===== src/rtl/rem_seq_ctrl_if.sv =====
// Purpose : request/result bundle between a requester and the remainder sequencer.
// Signals : start, A, B      - requester -> sequencer (pulse + operands)
//           busy, done, err,
//           out, quo         - sequencer -> requester (status + last result)
// Modports: master (requester side), slave (sequencer side).
interface rem_seq_ctrl_if #(
    parameter int unsigned W = 3
);
    logic         start;
    logic [W-1:0] A;
    logic [W-1:0] B;
    logic         busy;
    logic         done;
    logic         err;
    logic [W:0]   out;
    logic [W-1:0] quo;

    modport master (
        output start, A, B,
        input  busy, done, err, out, quo
    );

    modport slave (
        input  start, A, B,
        output busy, done, err, out, quo
    );
endinterface


===== src/rtl/rem_seq_ctrl.sv =====
// Purpose : sequential unsigned divider by repeated subtraction; returns
//           remainder (out), quotient (quo) and a divide-by-zero flag (err).
// Ports   : clk  - rising-edge clock
//           rst  - asynchronous active-high reset
//           bus  - rem_seq_ctrl_if.slave (start/A/B in; busy/done/err/out/quo out)
module rem_seq_ctrl #(
    parameter int unsigned W = 3
) (
    input  logic           clk,
    input  logic           rst,
    rem_seq_ctrl_if.slave  bus
);

    typedef enum logic [1:0] {
        IDLE  = 2'd0,
        CHECK = 2'd1,
        SUB   = 2'd2,
        DONE  = 2'd3
    } state_t;

    state_t       r_state;
    logic [W-1:0] r_rem;
    logic [W-1:0] r_div;
    logic [W-1:0] r_quo;
    logic         r_busy;
    logic         r_done;
    logic         r_err;
    logic [W:0]   r_out;
    logic [W-1:0] r_quo_out;

    // Sequencer: all state and outputs registered. busy is set/cleared on the
    // same edges that enter/leave CHECK/SUB so it tracks the state exactly.
    // done is registered from DONE, so the strobe trails the DONE state by one
    // cycle; results are already loaded by then.
    always_ff @(posedge clk or posedge rst) begin
        if (rst) begin
            r_state   <= IDLE;
            r_rem     <= '0;
            r_div     <= '0;
            r_quo     <= '0;
            r_busy    <= 1'b0;
            r_done    <= 1'b0;
            r_err     <= 1'b0;
            r_out     <= '0;
            r_quo_out <= '0;
        end else begin
            r_done <= 1'b0;
            case (r_state)
                IDLE: begin
                    if (bus.start) begin
                        r_rem   <= bus.A;
                        r_div   <= bus.B;
                        r_quo   <= '0;
                        r_busy  <= 1'b1;
                        r_state <= CHECK;
                    end
                end
                CHECK: begin
                    if (r_div == '0) begin
                        r_err     <= 1'b1;
                        r_out     <= '0;
                        r_quo_out <= '0;
                        r_busy    <= 1'b0;
                        r_state   <= DONE;
                    end else begin
                        r_state <= SUB;
                    end
                end
                SUB: begin
                    if (r_rem >= r_div) begin
                        r_rem <= r_rem - r_div;
                        r_quo <= r_quo + W'(1);
                    end else begin
                        // Result, quotient and error flag publish together.
                        r_out     <= {1'b0, r_rem};
                        r_quo_out <= r_quo;
                        r_err     <= 1'b0;
                        r_busy    <= 1'b0;
                        r_state   <= DONE;
                    end
                end
                DONE: begin
                    r_done  <= 1'b1;
                    r_state <= IDLE;
                end
                default: r_state <= IDLE;
            endcase
        end
    end

    assign bus.busy = r_busy;
    assign bus.done = r_done;
    assign bus.err  = r_err;
    assign bus.out  = r_out;
    assign bus.quo  = r_quo_out;

endmodule


===== src/flat_wrapper.sv =====
// flat-port wrapper written by rule: the top's interface ports become plain ports
module rem_seq_ctrl_flat 
#(
    parameter int unsigned W = 3
)
  (clk, rst, bus_start, bus_A, bus_B, bus_busy, bus_done, bus_err, bus_out, bus_quo);
  rem_seq_ctrl_if #(.W(W)) bus_i ();
  input  logic clk;
  input  logic rst;
  input wire logic [$bits(bus_i.start)-1:0] bus_start;
  input wire logic [$bits(bus_i.A)-1:0] bus_A;
  input wire logic [$bits(bus_i.B)-1:0] bus_B;
  output wire logic [$bits(bus_i.busy)-1:0] bus_busy;
  output wire logic [$bits(bus_i.done)-1:0] bus_done;
  output wire logic [$bits(bus_i.err)-1:0] bus_err;
  output wire logic [$bits(bus_i.out)-1:0] bus_out;
  output wire logic [$bits(bus_i.quo)-1:0] bus_quo;
  assign bus_i.start = bus_start;
  assign bus_i.A = bus_A;
  assign bus_i.B = bus_B;
  assign bus_busy = bus_i.busy;
  assign bus_done = bus_i.done;
  assign bus_err = bus_i.err;
  assign bus_out = bus_i.out;
  assign bus_quo = bus_i.quo;
  rem_seq_ctrl #(.W(W)) u_core (.clk(clk), .rst(rst), .bus(bus_i));
endmodule

===== config.mk =====
export PLATFORM = sky130hd
export DESIGN_NAME = rem_seq_ctrl_flat
export DESIGN_NICKNAME = d
export VERILOG_FILES = /design/src/rtl/rem_seq_ctrl_if.sv /design/src/rtl/rem_seq_ctrl.sv /design/src/flat_wrapper.sv
export SDC_FILE = /design/constraint.sdc
export NUM_CORES = 1
export LEC_CHECK = 0
export ABC_CLOCK_PERIOD_IN_PS = 4110
export BUFFER_PORTS_ARGS = -buffer_cell sky130_fd_sc_hd__buf_2
export CELL_PAD_IN_SITES_DETAIL_PLACEMENT = 0
export CELL_PAD_IN_SITES_GLOBAL_PLACEMENT = 1
export CORE_MARGIN = 4
export CORE_UTILIZATION = 25
export DETAILED_ROUTE_END_ITERATION = 6
export GPL_TIMING_DRIVEN = 0
export PLACE_DENSITY_LB_ADDON = 0.15
export SETUP_SLACK_MARGIN = 0.2
export SYNTH_ARGS = -nofsm -noshare
export SYNTH_HDL_FRONTEND = slang
export SYNTH_SLANG_ARGS = --single-unit

===== constraint.sdc =====
create_clock -name clk -period 4.11 [get_ports clk]
set_clock_uncertainty 0.2 [all_clocks]
set_input_delay 0.822 -clock clk [delete_from_list [all_inputs] [get_ports clk]]
set_output_delay 0.822 -clock clk [all_outputs]
set_load 0.1 [all_outputs]

==> summary.log <==
INFO  timing         setup_tns=0ns
INFO  clock_network  cts-hold-fix-buffers=0
INFO  layout         area.growth.synth_to_final=19.9%
INFO  synth          synth_largest_type_area_fraction=45.4%
INFO  synth          mappedNetlistNets=124
INFO  setup_path     critical_path.most_common_cell=sky130_fd_sc_hd__a21oi_1
INFO  layout         post_route_cells_drive_above_1_share=23.0%
INFO  min_path       timing.hold.worst.start=u_core.bus.out[2]$_DFFE_PP0P_
INFO  floorplan      core=4140µm²
INFO  setup_path     slowest_stage=sky130_fd_sc_hd__dfrtp_1
INFO  global_routing grt.overflow.total=0
INFO  clock_network  cts.repair.resized=0
INFO  setup_path     r2r_slack=1.94ns
INFO  timing         hold_viol_final=0
INFO  setup_path     regToRegEndpoint=u_core.r_state[0]$_DFFE_PP0P_
INFO  timing         slew-limit-headroom=48.3%
INFO  setup_path     critical_path.max_stage_delay=0.43ns
INFO  drt            drt_iter0_markers=39
INFO  clock_network  cts_made_buffers=3
INFO  min_path       min_delay_path_depth=1
INFO  timing         unrepaired_setup_endpoints_after_global_routing=false
INFO  drt            drt_drc_violations_left=0
INFO  clock_network  worst_path_clk_slew=0.08ns
INFO  setup_path     crit_path_end_kind=flop
INFO  timing         fin_crit=2.17ns
INFO  setup_path     critical_path_required=4.09ns
INFO  synth          synthesis.yosys.warnings=0
INFO  drt            first_pass_iters=4
INFO  global_routing grt_first_pass_wirelength=3.98mm
INFO  layout         fin_util=31.9%
INFO  synth          netlist_instances=105
INFO  floorplan      floorplan.die_area=5540µm²
INFO  setup_path     worstSetupStartpointType=flop
INFO  min_path       worstHoldPathType=reg -> reg
INFO  setup_path     critical_path.reg2reg.startpoint=u_core.r_rem[2]$_DFFE_PP0P_
INFO  flow_run       timing.max_cap.violations=0
INFO  floorplan      die_y=74.4µm
INFO  global_routing pin_count_of_the_biggest_net_entering_global_routing=21
INFO  layout         diodes=0
INFO  layout         final_area=1320µm²
INFO  place          post-dp-hpwl=1.84mm
INFO  timing         finalMaxSlewViolations=0
INFO  status         result_of_the_run=finished clean
INFO  global_routing antenna_found_initial=0
INFO  timing         timing.fmax=0.460GHz
INFO  place          port_buffers=17
INFO  synth          synthesis.area=1100µm²
INFO  setup_path     worstSetupPathType=reg -> reg
INFO  drt            ant_nets=0
INFO  synth          ys_ff_latch=20
INFO  timing         worst_pin_slew=0.775ns
INFO  drt            postRouteWirelength=2.39mm
INFO  layout         fin_nets=146
INFO  timing         min_period_over_period=52.9%
INFO  floorplan      die_x=74.4µm
INFO  clock_network  cts_tree=built
INFO  place          gp_congestion=0.743
INFO  synth          proportion_of_synthesized_chip_area_in_sequential_cells=45.4%
INFO  floorplan      core.rowCount=23
INFO  clock_network  clk_path_buf_depth=2
INFO  setup_path     critPathMaxFanout=6
INFO  drt            via_per_inst=4.68
INFO  clock_network  htree_levels=1
INFO  setup_path     critical_path_arrival=2.15ns
INFO  clock_network  clock_latency=0.26ns
INFO  drt            vias=823
INFO  synth          synth_cell_type_count=36
INFO  drt            routed_wire_length_per_instance=13.6µm
INFO  global_routing globalRouteTotalUtil=9.63%
INFO  place          placement.cell_area=1250µm²
INFO  clock_network  clockRootBuffer=sky130_fd_sc_hd__clkbuf_8
INFO  synth          synthesis.area_per_instance=10.5µm²
INFO  floorplan      initial_utilization=26.6%
INFO  clock_network  tritoncts_num_sinks=20
INFO  global_routing grt_pass1_vias=781
INFO  synth          synth_area_leaders=sky130_fd_sc_hd__dfrtp_1 45%, sky130_fd_sc_hd__ha_1 10%, sky130_fd_sc_hd__a22o_1 7.2%
INFO  setup_path     worstPathCellList=ha_1 -> a21oi_1 -> o21ai_2 -> a21oi_1 -> o21ai_0 -> a22oi_1
INFO  timing         setup_viol_count_final=0
INFO  clock_network  post-cts-setup-buffers=0
INFO  setup_path     r2r.worst_path.cells=6
INFO  synth          post-synth-top-area-cell=sky130_fd_sc_hd__dfrtp_1
INFO  floorplan      boundaryPins=19
INFO  min_path       hold_path_end=u_core.bus.out[2]$_DFFE_PP0P_
-- worst max-delay path by stage --
| stage | endpoint | depth (start not counted) | startpoint | slack, ns |
|---|---|---|---|---|
| 2_1_floorplan | u_core.r_quo[0]$_DFFE_PP0P_ | 6 | u_core.r_rem[2]$_DFFE_PP0P_ | 2.17 |
| 3_3_place_gp | u_core.r_quo[0]$_DFFE_PP0P_ | 6 | u_core.r_rem[2]$_DFFE_PP0P_ | 1.96 |
| 3_5_place_dp | u_core.r_state[0]$_DFFE_PP0P_ | 6 | u_core.r_rem[2]$_DFFE_PP0P_ | 1.97 |
| 4_1_cts | u_core.r_state[0]$_DFFE_PP0P_ | 6 | u_core.r_rem[2]$_DFFE_PP0P_ | 1.94 |
| 5_1_grt | u_core.r_state[0]$_DFFE_PP0P_ | 6 | u_core.r_rem[2]$_DFFE_PP0P_ | 1.80 |
| 6_report | u_core.r_state[0]$_DFFE_PP0P_ | 6 | u_core.r_rem[2]$_DFFE_PP0P_ | 1.94 |
-- per-stage QoR --
step | hold WS (ns) | worst slack (ns) | instances
floorplan | 0.285 | 2.17 | 105
global placement | 0.276 | 1.96 | 172
detailed placement | 0.280 | 1.97 | 172
CTS | 0.302 | 1.94 | 176
global route | 0.313 | 1.80 | 176
finish | 0.297 | 1.94 | 176
-- cell usage after synthesis (all sizes together) --
| cell | instances |
|---|---|
| a41oi | 1 |
| a221oi | 1 |
| a31oi | 1 |
| o21ai | 7 |
| o21a | 1 |
| and3 | 2 |
| dfrtp | 20 |
| o211ai | 1 |
| a22oi | 1 |
| fa | 1 |
| inv | 9 |
| o221ai | 1 |
| o211a | 1 |
| or3 | 1 |
| nor3 | 2 |
| a221o | 1 |
| a211oi | 1 |
| buf | 2 |
| a22o | 9 |
| nand3 | 3 |
| mux2i | 1 |
| or4b | 1 |
| mux2 | 4 |
| conb | 1 |
| nor2b | 2 |
| nor2 | 3 |
| nand2b | 2 |
| nor3b | 1 |
| xor2 | 1 |
| clkbuf | 2 |
| ha | 9 |
| a21oi | 3 |
| nand2 | 9 |
-- cells in the final DEF (no fill, tap or decap), types with 2 or more instances in the layout --
cell	netlist	layout
sky130_fd_sc_hd__a21oi_1	3	3
sky130_fd_sc_hd__nand2b_1	2	2
sky130_fd_sc_hd__inv_1	9	9
sky130_fd_sc_hd__buf_2	1	18
sky130_fd_sc_hd__clkbuf_8	0	3
sky130_fd_sc_hd__a22o_1	9	9
sky130_fd_sc_hd__nor3_1	2	2
sky130_fd_sc_hd__dfrtp_1	20	20
sky130_fd_sc_hd__o21ai_0	6	6
sky130_fd_sc_hd__ha_1	9	9
sky130_fd_sc_hd__nand2_1	9	9
sky130_fd_sc_hd__nor2_1	3	3
sky130_fd_sc_hd__mux2_2	4	4
sky130_fd_sc_hd__nor2b_1	2	2
sky130_fd_sc_hd__clkbuf_1	2	2
sky130_fd_sc_hd__nand3_1	3	3
-- worst max-delay path: cells and delay by family, from the launching register on --
kind,cells,cell delay [ns]
adders and majority gates,1,0.34
DFF,1,0.43
AOI/OAI and AO/OA,5,1.12
-- flip-flops by register name, summed over array words and instances, names as in the netlist --
signal           flops
u_core.bus.busy      1
u_core.bus.done      1
u_core.bus.err       1
u_core.bus.out       3
u_core.bus.quo       3
u_core.r_div         3
u_core.r_quo         3
u_core.r_rem         3
u_core.r_state       2
-- area by class of cell --
type,count,area (µm²)
timing repair buffer,17,85.1
clock buffer,3,41.3
tap,50,62.6
fill,444,2820
multi-input combinational,72,548
buffer,4,20.0
inverter,9,33.8
sequential,20,500
clock inverter,1,30.0
-- routing by layer --
metal / vias up / global-route usage (%) / routed length, µm
li1: 418 / - / -
met1: 384 / 13.4 / 1180
met2: 19 / 14.6 / 1070
met3: 2 / 3.38 / 128
met4: 0 / 1.78 / 15
met5: - / 0 / 0
-- cells by family (layout without fill, tap and decap cells) --
| kind of cell | count (synthesis) | after routing | share of synthesized area (%) |
|---|---|---|---|
| AO/OA/AOI/OAI | 29 | 29 | 19.5 |
| AND/OR/NAND/NOR | 26 | 26 | 12.0 |
| flip-flops | 20 | 20 | 45.4 |
| buffers and inverters | 13 | 34 | 4.88 |
| adder cells (fa/ha/maj) | 10 | 10 | 12.0 |
| multiplexers | 5 | 5 | 4.99 |
| other | 1 | 1 | 0.340 |
| XOR/XNOR | 1 | 1 | 0.795 |
Power is left out: the tool's default activity adds up to more than one toggle a clock period on the data nets, which glitch-free logic cannot reach.
